### config.mk
export PLATFORM = sky130hd
export DESIGN_NAME = vga_text_buf_arbiter
export DESIGN_NICKNAME = d
export VERILOG_FILES = /design/src/rtl/vga_text_buf_arbiter.sv
export SDC_FILE = /design/constraint.sdc
export NUM_CORES = 1
export LEC_CHECK = 0
export ABC_AREA = 1
export BUFFER_PORTS_ARGS = -buffer_cell sky130_fd_sc_hd__buf_2
export CAP_MARGIN = 20
export CORE_ASPECT_RATIO = 1.25
export CORE_UTILIZATION = 50
export CTS_BUF_LIST = sky130_fd_sc_hd__clkbuf_4 sky130_fd_sc_hd__clkbuf_8
export CTS_CLUSTER_SIZE = 14
export DETAILED_ROUTE_END_ITERATION = 8
export PLACE_DENSITY = 0.71
export SLEW_MARGIN = 20
export SYNTH_ARGS = -nofsm -noshare
export SYNTH_HDL_FRONTEND = slang
export SYNTH_SLANG_ARGS = --single-unit
export TNS_END_PERCENT = 30
### constraint.sdc
create_clock -name i_clk -period 4 [get_ports i_clk]
set_clock_uncertainty 0.15 [all_clocks]
set_input_delay 0.8 -clock i_clk [delete_from_list [all_inputs] [get_ports i_clk]]
set_output_delay 0.8 -clock i_clk [all_outputs]
set_load 0.03 [all_outputs]
### src/rtl/vga_text_buf_arbiter.sv
// Single-port text RAM arbiter: VGA scan-out reads, a screen-clear sweep and
// buffered CPU writes share one RAM port under fixed priority.
module vga_text_buf_arbiter #(
    parameter int COLS       = 80,
    parameter int ROWS       = 30,
    parameter int ADDR_W     = 12,
    parameter int CHAR_W     = 8,
    parameter int COLOR_W    = 8,
    parameter int FIFO_DEPTH = 4
) (
    input  logic               i_clk,
    input  logic               i_rst_n,
    input  logic               i_cpu_wr_en,
    input  logic [ADDR_W-1:0]  i_cpu_addr,
    input  logic [CHAR_W-1:0]  i_cpu_char,
    input  logic [COLOR_W-1:0] i_cpu_color,
    output logic               o_cpu_ready,
    output logic               o_cpu_drop,
    input  logic               i_clr_start,
    input  logic [CHAR_W-1:0]  i_clr_char,
    input  logic [COLOR_W-1:0] i_clr_color,
    output logic               o_clr_busy,
    input  logic               i_vga_rd_req,
    input  logic [ADDR_W-1:0]  i_vga_addr,
    output logic [CHAR_W-1:0]  o_vga_char,
    output logic [COLOR_W-1:0] o_vga_color,
    output logic               o_vga_rd_valid,
    output logic               o_ram_en,
    output logic               o_ram_we,
    output logic [ADDR_W-1:0]  o_ram_addr,
    output logic [CHAR_W-1:0]  o_ram_wchar,
    output logic [COLOR_W-1:0] o_ram_wcolor,
    input  logic [CHAR_W-1:0]  i_ram_rchar,
    input  logic [COLOR_W-1:0] i_ram_rcolor
);
    // state   | meaning
    // S_IDLE  | no sweep; FIFO writes may use the RAM
    // S_CLEAR | sweeping fill value over every cell, FIFO held
    localparam int                CELLS     = COLS * ROWS;
    localparam int                PTR_W     = $clog2(FIFO_DEPTH);
    localparam logic [ADDR_W-1:0] LAST_CELL = ADDR_W'(CELLS - 1);

    typedef enum logic {S_IDLE = 1'b0, S_CLEAR = 1'b1} state_t;

    logic [ADDR_W-1:0]  r_fifo_addr  [FIFO_DEPTH];
    logic [CHAR_W-1:0]  r_fifo_char  [FIFO_DEPTH];
    logic [COLOR_W-1:0] r_fifo_color [FIFO_DEPTH];
    logic [PTR_W:0]     r_wr_ptr;
    logic [PTR_W:0]     r_rd_ptr;

    state_t             r_state;
    logic               r_clr_busy;
    logic [ADDR_W-1:0]  r_clr_ptr;
    logic [CHAR_W-1:0]  r_clr_char;
    logic [COLOR_W-1:0] r_clr_color;

    logic               r_cpu_drop;
    logic               r_ram_en;
    logic               r_ram_we;
    logic [ADDR_W-1:0]  r_ram_addr;
    logic [CHAR_W-1:0]  r_ram_wchar;
    logic [COLOR_W-1:0] r_ram_wcolor;
    logic               r_rd_pend;
    logic               r_vga_valid;
    logic [CHAR_W-1:0]  r_vga_char;
    logic [COLOR_W-1:0] r_vga_color;

    logic               w_full;
    logic               w_empty;
    logic               w_accept;
    logic               w_in_range;
    logic               w_push;
    logic               w_gnt_clr;
    logic               w_gnt_fifo;
    logic [PTR_W-1:0]   w_wr_idx;
    logic [PTR_W-1:0]   w_rd_idx;

    assign w_wr_idx   = r_wr_ptr[PTR_W-1:0];
    assign w_rd_idx   = r_rd_ptr[PTR_W-1:0];
    assign w_empty    = (r_wr_ptr == r_rd_ptr);
    assign w_full     = (r_wr_ptr[PTR_W] != r_rd_ptr[PTR_W]) && (w_wr_idx == w_rd_idx);
    assign w_accept   = i_cpu_wr_en && !w_full;
    assign w_in_range = ({1'b0, i_cpu_addr} < (ADDR_W + 1)'(CELLS));
    assign w_push     = w_accept && w_in_range;
    assign w_gnt_clr  = !i_vga_rd_req && (r_state == S_CLEAR);
    assign w_gnt_fifo = !i_vga_rd_req && !r_clr_busy && !w_empty;

    assign o_cpu_ready    = !w_full;
    assign o_cpu_drop     = r_cpu_drop;
    assign o_clr_busy     = r_clr_busy;
    assign o_ram_en       = r_ram_en;
    assign o_ram_we       = r_ram_we;
    assign o_ram_addr     = r_ram_addr;
    assign o_ram_wchar    = r_ram_wchar;
    assign o_ram_wcolor   = r_ram_wcolor;
    assign o_vga_rd_valid = r_vga_valid;
    // Read data passes straight through while valid, otherwise the last result is held
    assign o_vga_char     = r_vga_valid ? i_ram_rchar  : r_vga_char;
    assign o_vga_color    = r_vga_valid ? i_ram_rcolor : r_vga_color;

    always_ff @(posedge i_clk) begin
        if (w_push) begin
            r_fifo_addr[w_wr_idx]  <= i_cpu_addr;
            r_fifo_char[w_wr_idx]  <= i_cpu_char;
            r_fifo_color[w_wr_idx] <= i_cpu_color;
        end
    end

    always_ff @(posedge i_clk) begin
        if (!i_rst_n) begin
            r_wr_ptr     <= '0;
            r_rd_ptr     <= '0;
            r_state      <= S_IDLE;
            r_clr_busy   <= 1'b0;
            r_clr_ptr    <= '0;
            r_clr_char   <= '0;
            r_clr_color  <= '0;
            r_cpu_drop   <= 1'b0;
            r_ram_en     <= 1'b0;
            r_ram_we     <= 1'b0;
            r_ram_addr   <= '0;
            r_ram_wchar  <= '0;
            r_ram_wcolor <= '0;
            r_rd_pend    <= 1'b0;
            r_vga_valid  <= 1'b0;
            r_vga_char   <= '0;
            r_vga_color  <= '0;
        end else begin
            if (w_push)     r_wr_ptr <= r_wr_ptr + (PTR_W + 1)'(1);
            if (w_gnt_fifo) r_rd_ptr <= r_rd_ptr + (PTR_W + 1)'(1);
            r_cpu_drop <= w_accept && !w_in_range;

            if (i_vga_rd_req) begin
                r_ram_en   <= 1'b1;
                r_ram_we   <= 1'b0;
                r_ram_addr <= i_vga_addr;
            end else if (w_gnt_clr) begin
                r_ram_en     <= 1'b1;
                r_ram_we     <= 1'b1;
                r_ram_addr   <= r_clr_ptr;
                r_ram_wchar  <= r_clr_char;
                r_ram_wcolor <= r_clr_color;
            end else if (w_gnt_fifo) begin
                r_ram_en     <= 1'b1;
                r_ram_we     <= 1'b1;
                r_ram_addr   <= r_fifo_addr[w_rd_idx];
                r_ram_wchar  <= r_fifo_char[w_rd_idx];
                r_ram_wcolor <= r_fifo_color[w_rd_idx];
            end else begin
                r_ram_en <= 1'b0;
                r_ram_we <= 1'b0;
            end

            case (r_state)
                S_IDLE: begin
                    if (i_clr_start) begin
                        r_state     <= S_CLEAR;
                        r_clr_busy  <= 1'b1;
                        r_clr_ptr   <= '0;
                        r_clr_char  <= i_clr_char;
                        r_clr_color <= i_clr_color;
                    end
                end
                S_CLEAR: begin
                    // The pointer only moves when the sweep actually owned the RAM
                    if (w_gnt_clr) begin
                        if (r_clr_ptr == LAST_CELL) begin
                            r_state    <= S_IDLE;
                            r_clr_busy <= 1'b0;
                        end else begin
                            r_clr_ptr <= r_clr_ptr + ADDR_W'(1);
                        end
                    end
                end
                default: begin
                    r_state    <= S_IDLE;
                    r_clr_busy <= 1'b0;
                end
            endcase

            r_rd_pend   <= i_vga_rd_req;
            r_vga_valid <= r_rd_pend;
            if (r_vga_valid) begin
                r_vga_char  <= i_ram_rchar;
                r_vga_color <= i_ram_rcolor;
            end
        end
    end
endmodule

==> out/results.tsv <==
metric	value	unit
outcome	finished clean	
Netlist cell types	28	
synthesis-to-finish area growth	13.4	%
TNS Setup	0	ns
post-synthesis sequential element count	199	
Crit-path slowest cell	dfxtp_1	
CTS max path bufs	2	
worst hold margin	0.275	ns
Tmin final	2.87	ns
DIE HEIGHT	147	um
Top cell by count, worst path	nand2_1	
Max Fclk	0.349	GHz
clock latency on the worst-skew pair	0.47	ns
Setup Fix Bufs, Post-CTS	0	
Slew Limit Fails	0	
# DRC	0	
maximum vdd ir drop	0.210	mV
RSZ-0062 raised after global routing	false	
Max stage delay on crit path	0.67	ns
slew margin rel.	40.5	%
Die ar.	17300	um^2
I/O Buffers	126	
first-pass GRT wire length	28600	um
Ys Warns	0	
initial core utilization	51.5	%
total number of vias	6383	
hold path endpoint	o_vga_rd_valid	
# diodes	0	
Arr. time, crit path	1.92	ns
core area	16300	um^2
Via-to-Cell Ratio	5.05	
kind of critical path	register to output pin	
final setup fails	0	
HP Class	register to register	
Clock Tree Root	clkbuf_8	
Reg2Reg Capture Point	o_ram_addr[11]	
CTS tree	done	
hold wc startpoint	r_rd_pend	
grt ovf	0	
CP startpoint kind	register	
post-layout instance area	9540	um^2
CP Capture Type	output pin	
largest net degree at the start of global routing	73	
synthesized netlist cell count	931	
worst hold path cell count	2	
nets@finish	1119	
Initial DRC Count	393	
PwrDens	445	nW/um^2
fillers	1453	
mapped cell area	8410	um^2
layout cells sized above 1	17.9	%
GRT Total Usage	21.2	%
Post-CTS Hold Fix Bufs	0	
commonest cells after routing, fill and taps aside	243 x nand2_1, 126 x buf_2, 112 x nor2_1, 112 x edfxtp_1, 86 x dfxtp_1	
Syn Area/Cell	9.03	um^2
Leak Pwr	0.00403	uW
Num Clock Sinks	199	
vias in the first global route	5873	
Boundary Pins	127	
Pre-Repair DR Iteration Count	5	
Avg WL per Cell	13.9	um
die width	118	um
Fin. Hold Viols	0	
worst slack, placed	1.38	ns
initial antenna violation count	0	
Synthesized Nets	1014	
placed instance area	9160	um^2
GPL Wtd Cong	0.884	
placement row count	52	
H-tree levels	4	
Seq/Total Area, Yosys	60.7	%
total CTS buffers	17	
R2R depth	6	
commonest non-fill, non-tap cell in the layout	nand2_1	
HPWL after detailed placement	11600	um
worst-margin pin slew	0.891	ns
critical path cell sequence	inv_1 > nand2_1 > nand2_1 > buf_2	
max_cap viols	0	
Post-CTS Resized	0	
reg2reg setup slack	1.72	ns
wirelength, routed	17600	um
Antenna Violating Nets Remaining	0	
CP required	3.05	ns
crit share post-route	71.7	%
worst-path fanout max	18	
post-route setup slack	1.13	ns
total power	4240	uW
Clock transition at path regs	0.10	ns
[worst max-delay path by stage]
stage                   start            endpoint  slack (ns)  depth (start not counted)
4_1_cts        o_vga_rd_valid      o_vga_color[2]        1.09                          4
3_5_place_dp    i_cpu_addr[5]   r_fifo_char[1][2]        1.38                          9
5_1_grt        o_vga_rd_valid       o_vga_char[0]        0.91                          4
2_1_floorplan   i_cpu_addr[5]   r_fifo_addr[0][0]        0.96                          7
6_report       o_vga_rd_valid      o_vga_color[2]        1.13                          4
3_3_place_gp    i_cpu_addr[5]  r_fifo_color[1][6]        1.40                          9
[flip-flops by register name, summed over array words and instances, names as in the netlist, named ones only]
signal / cells
r_wr_ptr: 3
o_cpu_drop: 1
o_ram_en: 1
r_fifo_color: 32
o_ram_wchar: 8
r_vga_char: 8
r_clr_char: 8
r_vga_color: 8
o_ram_wcolor: 8
r_state: 1
o_vga_rd_valid: 1
r_clr_ptr: 12
r_rd_ptr: 3
r_fifo_char: 32
o_ram_we: 1
o_ram_addr: 12
r_clr_color: 8
r_fifo_addr: 48
o_clr_busy: 1
r_rd_pend: 1
[cell families after synthesis]
kind of cell / after synthesis / synth area share (%)
xor gates and xnor gates: 4 / 0.417
buffers and inverters: 118 / 5.91
and+or+nand+nor: 466 / 23.9
AOI/OAI and AO/OA: 138 / 8.21
DFF: 199 / 60.7
adders and majority gates: 6 / 0.893
[cell type report]
cell class	instances	area (um^2)	share of cell area, %
sequential	199	5110	53.5
multi-input combinational	614	2820	29.5
timing repair buffer	137	713	7.48
tap	216	270	2.83
inverter	67	251	2.64
clock buffer	18	241	2.53
clock inverter	14	138	1.44
[cells in the mapped netlist]
library cell,count,share of area (%)
nand2_4,3,0.40
inv_1,63,2.8
buf_4,2,0.18
nand4_1,3,0.22
edfxtp_1,112,40
xor2_1,2,0.21
o21ai_0,57,3.4
ha_1,6,0.89
nor2_2,1,0.074
nor2_4,1,0.13
inv_2,4,0.18
nor3_1,3,0.18
clkbuf_1,20,0.89
buf_1,2,0.089
xnor2_1,2,0.21
dfxtp_1,87,21
nor2_8,2,0.48
nand3b_1,16,1.4
buf_2,25,1.5
nand2_1,243,11
nand3_2,2,0.24
nand2_2,2,0.15
nand3_1,73,4.3
a21oi_1,63,3.7
buf_6,2,0.27
nor3_4,1,0.19
o21ai_1,18,1.1
nor2_1,116,5.2
[critical path: cells and delay by family, from the launching register on]
family                 cells  cell delay, ns
buffers and inverters      2            0.54
flip-flops                 1            0.67
AND/OR/NAND/NOR            2            0.24
[per-layer routing]
metal | wire length [um] | part of all wire (%) | global-route usage [%]
met1 | 7560 | 43 | 26.3
met2 | 8640 | 49 | 35.9
met3 | 938 | 5.3 | 4.19
met4 | 447 | 2.5 | 9.17
met5 | 0 | 0 | 0
[per-stage QoR]
step,utilization (%),cells
2_1_floorplan,-,931
3_3_place_gp,56.1,1233
3_5_place_dp,56.1,1233
4_1_cts,58.4,1265
5_1_grt,58.4,1265
6_report,58.4,1265
[power by group]
part           total [uW]  internal, uW  switching, uW
registers            2310          2260           51.8
clock network        1220           516            704
logic                 707           221            486
(Power assumes the default switching activity.)
